[src/rtl/mc_ctrl_pkg.sv]
// mc_ctrl_pkg: shared types and constants for the multi-cycle MIPS controller.
// Optional feature macro: MC_CTRL_ILLEGAL_TRAP_EN (adds the TRAP state).
package mc_ctrl_pkg;

`ifdef MC_CTRL_ILLEGAL_TRAP_EN
   typedef enum logic [2:0] {
      S_FETCH  = 3'd0,
      S_DECODE = 3'd1,
      S_EXEC   = 3'd2,
      S_MEMACC = 3'd3,
      S_WBACK  = 3'd4,
      S_TRAP   = 3'd5
   } state_e;
`else
   typedef enum logic [2:0] {
      S_FETCH  = 3'd0,
      S_DECODE = 3'd1,
      S_EXEC   = 3'd2,
      S_MEMACC = 3'd3,
      S_WBACK  = 3'd4
   } state_e;
`endif

   typedef enum logic [2:0] {
      C_RTYPE = 3'd0,
      C_IMM   = 3'd1,
      C_LW    = 3'd2,
      C_SW    = 3'd3,
      C_BEQ   = 3'd4,
      C_J     = 3'd5,
      C_BAD   = 3'd6
   } iclass_e;

   // ALU operation codes
   localparam logic [2:0] ALU_ADD = 3'b000;
   localparam logic [2:0] ALU_SUB = 3'b001;
   localparam logic [2:0] ALU_AND = 3'b010;
   localparam logic [2:0] ALU_OR  = 3'b011;
   localparam logic [2:0] ALU_SLT = 3'b100;

   // Opcodes
   localparam logic [5:0] OP_RTYPE = 6'b000000;
   localparam logic [5:0] OP_ORI   = 6'b001101;
   localparam logic [5:0] OP_ADDIU = 6'b001001;
   localparam logic [5:0] OP_LW    = 6'b100011;
   localparam logic [5:0] OP_SW    = 6'b101011;
   localparam logic [5:0] OP_BEQ   = 6'b000100;
   localparam logic [5:0] OP_J     = 6'b000010;

   // R-type function codes
   localparam logic [5:0] FN_ADDU = 6'b100001;
   localparam logic [5:0] FN_SUBU = 6'b100011;
   localparam logic [5:0] FN_AND  = 6'b100100;
   localparam logic [5:0] FN_OR   = 6'b100101;
   localparam logic [5:0] FN_SLT  = 6'b101010;

   // Static datapath controls produced by the decoder
   typedef struct packed {
      logic       ext_op;
      logic [2:0] alu_ctr;
      logic       alu_src;
      logic       reg_dst;
      logic       mem_to_reg;
   } dec_t;

endpackage

[src/rtl/mc_decode.sv]
// mc_decode: combinational op/func decoder -> instruction class and static
// datapath control fields. Unsupported encodings map to C_BAD with all-zero fields.
module mc_decode
   import mc_ctrl_pkg::*;
(
   input  logic [5:0] op_i,
   input  logic [5:0] func_i,
   output iclass_e    cls_o,
   output dec_t       ctl_o
);

   // Classify the instruction and derive its static controls
   always_comb begin
      cls_o = C_BAD;
      ctl_o = '0;
      unique case (op_i)
         OP_RTYPE: begin
            cls_o         = C_RTYPE;
            ctl_o.reg_dst = 1'b1;
            unique case (func_i)
               FN_ADDU: ctl_o.alu_ctr = ALU_ADD;
               FN_SUBU: ctl_o.alu_ctr = ALU_SUB;
               FN_AND:  ctl_o.alu_ctr = ALU_AND;
               FN_OR:   ctl_o.alu_ctr = ALU_OR;
               FN_SLT:  ctl_o.alu_ctr = ALU_SLT;
               default: begin
                  cls_o = C_BAD;
                  ctl_o = '0;
               end
            endcase
         end
         OP_ORI: begin
            cls_o         = C_IMM;
            ctl_o.alu_ctr = ALU_OR;
            ctl_o.alu_src = 1'b1;
         end
         OP_ADDIU: begin
            cls_o         = C_IMM;
            ctl_o.ext_op  = 1'b1;
            ctl_o.alu_ctr = ALU_ADD;
            ctl_o.alu_src = 1'b1;
         end
         OP_LW: begin
            cls_o            = C_LW;
            ctl_o.ext_op     = 1'b1;
            ctl_o.alu_ctr    = ALU_ADD;
            ctl_o.alu_src    = 1'b1;
            ctl_o.mem_to_reg = 1'b1;
         end
         OP_SW: begin
            cls_o         = C_SW;
            ctl_o.ext_op  = 1'b1;
            ctl_o.alu_ctr = ALU_ADD;
            ctl_o.alu_src = 1'b1;
         end
         OP_BEQ: begin
            cls_o         = C_BEQ;
            ctl_o.ext_op  = 1'b1;
            ctl_o.alu_ctr = ALU_SUB;
         end
         OP_J: begin
            cls_o = C_J;
         end
         default: begin
            cls_o = C_BAD;
            ctl_o = '0;
         end
      endcase
   end

endmodule

[src/rtl/mc_ctrl.sv]
// mc_ctrl: multi-cycle main controller for the MIPS datapath.
// FETCH/DECODE/EXEC/MEMACC/WBACK sequencing with a mem_ready stall handshake.
// Optional feature macro: MC_CTRL_ILLEGAL_TRAP_EN (unsupported encodings trap
// in TRAP with illegal=1 until reset; otherwise they retire as a NOP).
module mc_ctrl
   import mc_ctrl_pkg::*;
(
   input  logic       clk,
   input  logic       rst,
   input  logic [5:0] op,
   input  logic [5:0] func,
   input  logic       mem_ready,
   output logic       IRWr,
   output logic       PCWr,
   output logic       RegWr,
   output logic       MemWr,
   output logic       ExtOp,
   output logic       ALUsrc,
   output logic       RegDst,
   output logic       MemtoReg,
   output logic       branch,
   output logic       jump,
   output logic [2:0] ALUctr,
   output logic [2:0] state,
   output logic       instr_done,
   output logic       illegal
);

   state_e  state_q, state_d;
   iclass_e cls_q;
   dec_t    dec_q;
   iclass_e cls_w;
   dec_t    dec_w;

   mc_decode u_decode (
      .op_i   (op),
      .func_i (func),
      .cls_o  (cls_w),
      .ctl_o  (dec_w)
   );

   // State register
   always_ff @(posedge clk) begin
      if (rst) state_q <= S_FETCH;
      else     state_q <= state_d;
   end

   // Decode registers: capture class and static controls at the end of DECODE
   always_ff @(posedge clk) begin
      if (rst) begin
         cls_q <= C_RTYPE;
         dec_q <= '0;
      end else if (state_q == S_DECODE) begin
         cls_q <= cls_w;
         dec_q <= dec_w;
      end
   end

   // Next-state and write-enable generation; DECODE uses the live decode,
   // later states use the registered class
   always_comb begin
      state_d    = state_q;
      IRWr       = 1'b0;
      PCWr       = 1'b0;
      RegWr      = 1'b0;
      MemWr      = 1'b0;
      branch     = 1'b0;
      jump       = 1'b0;
      instr_done = 1'b0;
      unique case (state_q)
         S_FETCH: begin
            IRWr = 1'b1;
            if (mem_ready) state_d = S_DECODE;
         end
         S_DECODE: begin
            if (cls_w == C_J) begin
               jump       = 1'b1;
               PCWr       = 1'b1;
               instr_done = 1'b1;
               state_d    = S_FETCH;
            end else if (cls_w == C_BAD) begin
`ifdef MC_CTRL_ILLEGAL_TRAP_EN
               state_d    = S_TRAP;
`else
               PCWr       = 1'b1;
               instr_done = 1'b1;
               state_d    = S_FETCH;
`endif
            end else begin
               state_d = S_EXEC;
            end
         end
         S_EXEC: begin
            if (cls_q == C_BEQ) begin
               branch     = 1'b1;
               PCWr       = 1'b1;
               instr_done = 1'b1;
               state_d    = S_FETCH;
            end else if (cls_q == C_LW || cls_q == C_SW) begin
               state_d = S_MEMACC;
            end else begin
               state_d = S_WBACK;
            end
         end
         S_MEMACC: begin
            if (cls_q == C_SW) begin
               MemWr = 1'b1;
               if (mem_ready) begin
                  PCWr       = 1'b1;
                  instr_done = 1'b1;
                  state_d    = S_FETCH;
               end
            end else if (mem_ready) begin
               state_d = S_WBACK;
            end
         end
         S_WBACK: begin
            RegWr      = 1'b1;
            PCWr       = 1'b1;
            instr_done = 1'b1;
            state_d    = S_FETCH;
         end
`ifdef MC_CTRL_ILLEGAL_TRAP_EN
         S_TRAP: begin
            state_d = S_TRAP;
         end
`endif
         default: begin
            state_d = S_FETCH;
         end
      endcase
   end

`ifdef MC_CTRL_ILLEGAL_TRAP_EN
   assign illegal = (state_q == S_TRAP);
`else
   assign illegal = 1'b0;
`endif

   assign state    = state_q;
   assign ExtOp    = dec_q.ext_op;
   assign ALUctr   = dec_q.alu_ctr;
   assign ALUsrc   = dec_q.alu_src;
   assign RegDst   = dec_q.reg_dst;
   assign MemtoReg = dec_q.mem_to_reg;

endmodule

[config.mk]
export PLATFORM = sky130hd
export DESIGN_NAME = mc_ctrl
export DESIGN_NICKNAME = d
export VERILOG_FILES = /design/src/rtl/mc_ctrl_pkg.sv /design/src/rtl/mc_decode.sv /design/src/rtl/mc_ctrl.sv
export SDC_FILE = /design/constraint.sdc
export NUM_CORES = 1
export LEC_CHECK = 0
export ABC_AREA = 1
export BUFFER_PORTS_ARGS = -buffer_cell sky130_fd_sc_hd__buf_2
export CAP_MARGIN = 20
export CORE_MARGIN = 1
export CORE_UTILIZATION = 44
export CTS_BUF_LIST = sky130_fd_sc_hd__clkbuf_16
export DETAILED_ROUTE_END_ITERATION = 10
export PLACE_DENSITY = 0.74
export SLEW_MARGIN = 25
export SYNTH_ARGS = -nofsm -noshare
export SYNTH_HDL_FRONTEND = slang
export SYNTH_HIERARCHICAL = 1
export SYNTH_SLANG_ARGS = --single-unit
[constraint.sdc]
create_clock -name clk -period 1.07 [get_ports clk]
set_input_delay 0.0535 -clock clk [delete_from_list [all_inputs] [get_ports clk]]
set_output_delay 0.0535 -clock clk [all_outputs]
set_load 0.01 [all_outputs]
==> impl_metrics.py <==
metrics = {
    "run_status": {
        "outcome": "complete, but fails checks",
        "failed_checks": "setup timing",
    },
    "min_path": {
        "holdCritPathClass": "in2reg",
        "holdPathStages": 2,
        "holdPathEnd": "ALUctr[1]",
        "holdCritStartpoint": "rst",
    },
    "yosys": {
        "synth_area_leaders": "dfxtp_1 27%, nand2_1 10%, nand3_1 8.3%, nor2_1 7.7%, inv_1 7.0%",
        "synth.yosys.warnings": 6,
        "synthDominantCellAreaShare_pct": 26.8,
        "postSynthRegisterBits": 13,
        "syn_avg_cell_area_um2": 6.60,
        "synth_largest_area_cell": "dfxtp_1",
        "syn_inst": 147,
        "syn-cell-area_um2": 970,
        "syn_nets": 162,
        "yosysUniqueCellTypes": 21,
        "ys_seq_area_share_pct": 26.8,
    },
    "detailed_routing": {
        "first_iter_violations": 25,
        "vias_per_cell": 4.99,
        "routed_via_count": 1118,
        "detail-route-antenna-nets": 0,
        "routed_wire_length_per_instance_um": 11.1,
        "drt-pass1-iter-count": 4,
        "total_wirelength_um": 2500,
        "remaining_drc_errors": 0,
    },
    "worst_setup_path": {
        "timing.critical_path.mode_cell": "nand3_2",
        "crit_chain": "buf_8 > nor2_4 > nand3_2 > nand2_2 > nor2_1 > nand2_1 > nand3_2 > inv_2 > nand2_2 > nand3_2 > nor2_2 > nor2_1 > nand3b_1 > buf_2",
        "worst_ep_required_time_ns": 1.02,
        "criticalPathCategory": "in2out",
        "critical_path_launch_point_type": "input port",
        "family_with_the_most_delay_on_the_worst_path": "simple AND/OR/NAND/NOR gates",
        "worst_r2r_path_depth": 4,
        "critical_path.slowest_cell": "nor2_4",
        "path_depth": 14,
        "cp.arrival_ns": 1.43,
        "max_stage_delay_on_crit_path_ns": 0.20,
        "cp_max_fo": 6,
        "worstReg2RegEnd": "cls_q[2]",
        "r2r-start": "state[1]",
        "r2r_setup_slack_ns": 0.06,
        "path_buf_inv": 3,
        "cp-end-kind": "primary output",
    },
    "clock_tree": {
        "clk_path_buf_depth": 2,
        "cts_root_buf": "clkbuf_16",
        "htreeDepth": 1,
        "cts.sink_count": 13,
        "clock_latency_ns": 0.24,
        "cts_tree": "done",
        "post_cts_hold_buffer_count": 0,
        "clk_pin_slew_worst_paths_ns": 0.04,
        "numCtsBuffers": 3,
    },
    "power_and_ir_drop": {
        "swShare_pct": 26.1,
        "netSwitchingPower_uw": 406,
        "sequential_fraction_of_design_power_pct": 34.3,
        "p_leak_uw": 0.000714,
        "ir_drop_v": 0.000832,
        "power.share.clock_pct": 43.2,
        "p_comb_share_pct": 22.5,
        "cellPowerDensity_mw_per_mm2": 1090,
        "internal_power_uw": 1150,
    },
    "sta": {
        "drv_slew": 0,
        "setup_viol_count_final": 9,
        "final.min_clock_period_ns": 1.48,
        "fin_ws_ns": -0.414,
        "grt_setup_unrepaired": "true",
        "hold_viol": 0,
        "fin_skew_ns": 0.00105,
        "final.period_utilization_pct": 139,
        "final.setup.tns_ns": -1.62,
        "hold-worst-slack_ns": 0.0613,
        "timing.fmax_mhz": 674,
    },
    "place": {
        "place_hpwl_um": 1820,
        "place_worst_setup_slack_ns": -0.342,
        "gp_congestion": 0.872,
        "buffer_ports.inserted": 31,
        "placed_cells": 212,
        "placement.cell_area_mm2": 0.00121,
    },
    "global_routing": {
        "grt_util_met2_pct": 38.4,
        "gr-max-usage-layer": "met2",
        "vias_in_the_first_global_route": 1049,
        "grt_first_pass_wirelength_um": 4220,
        "remaining_global_route_overflow": 0,
        "grt_antenna_before_repair": 0,
        "use_met1_pct": 26.6,
        "grt_start_max_net_pins": 10,
        "globalRouteMet3Util_pct": 5.30,
        "globalRouteTotalUtil_pct": 22.2,
    },
    "layout": {
        "fin_cells": 224,
        "final_nets": 213,
        "layout-drive-gt1-share_pct": 52.8,
        "most-common-layout-cells": "29 x buf_2, 24 x nand2_1, 18 x buf_4",
        "final_common_cell": "buf_2",
        "area_growth_pct": 46.8,
        "insertedDiodeCount": 0,
        "finalInstanceArea_mm2": 0.00142,
    },
    "die": {
        "ios": 33,
        "fp.coreArea_mm2": 0.00202,
        "initial_utilization_pct": 48.0,
        "rows": 16,
        "floorplan.die.width_um": 48.9,
        "design.die.area_mm2": 0.00240,
        "die-height_um": 48.9,
    },
    "flow_run": {
        "max_cap_viol_count": 0,
    },
}
state kept, by name, summed over array words and instances (netlist names):
register and cells:
ALUctr 3, ALUsrc 1, ExtOp 1, MemtoReg 1, RegDst 1, cls_q 3
state 3
per-layer routing:
layer	part of all wire [%]	routed length, um	vias up
li1	-	-	571
met1	45	1120	509
met2	49	1230	32
met3	4.1	103	6
met4	1.6	39	0
met5	0	0	-
logic make-up (layout without fill, tap and decap cells):
| logic type | count (synthesis) | after routing | synth area share [%] |
|---|---|---|---|
| and+or+nand+nor | 87 | 87 | 47.0 |
| buffers and inverters | 27 | 77 | 13.3 |
| AOI/OAI and AO/OA | 19 | 19 | 12.5 |
| DFF | 13 | 13 | 26.8 |
| other | 1 | 1 | 0.387 |
power by group through the flow:
| stage | combinational (uW) | sequential, uW | clock (uW) |
|---|---|---|---|
| finish | 350 | 533 | 671 |
| global route | 386 | 536 | 714 |
| CTS | 325 | 529 | 687 |
| detailed placement | 295 | 537 | 0 |
| global placement | 284 | 536 | 0 |
| floorplan | 203 | 538 | 0 |
how the worst max path moves through the flow:
stage	start	end	slack [ns]
after global routing	op[4]	PCWr	-0.55
final	op[4]	PCWr	-0.41
after CTS	op[5]	PCWr	-0.36
after detailed placement	op[4]	PCWr	-0.34
after floorplan	op[4]	instr_done	-0.15
after global placement	op[4]	instr_done	-0.26
cell usage after synthesis:
library cell	n
nand2_2	8
nor2_2	3
nand4_1	5
buf_12	1
nand3_1	16
buf_4	3
nand2_1	26
nand3_2	3
conb_1	1
inv_1	18
nor2_4	2
a21oi_2	7
dfxtp_1	13
nand3b_4	1
nor3_2	1
nand3b_1	1
o21ai_0	5
nor2_1	20
nand4_2	1
a21oi_1	7
inv_2	5
area by class of cell:
cell class                 instances  area [um2]
timing repair buffer              50         322
sequential                        13         268
clock buffer                       3        75.1
fill                             161         598
tap                               27        33.8
inverter                          23        86.3
clock inverter                     1        3.75
multi-input combinational        107         636
worst register-to-register path, stage by stage, from the launching register on:
cell	delay, ns
dfxtp_2	0.38
nand3b_4	0.19
buf_4	0.18
nand2_2	0.06
a21oi_2	0.12
through the flow:
| stage | utilization (%) | total power (uW) |
|---|---|---|
| 6_report | 70.4 | 1550 |
| 5_1_grt | 70.4 | 1640 |
| 4_1_cts | 68.2 | 1540 |
| 3_5_place_dp | 59.7 | 832 |
| 3_3_place_gp | 59.7 | 820 |
| 2_1_floorplan | - | 741 |
repair_timing:
item / 4_1_cts / 5_1_grt
resized for setup: 14 / 12
endpoints found under the setup margin: 8 / 19
setup buffers: 6 / 3
pin swaps: 16 / 9
Note: power is estimated with default switching activity, not from simulation.
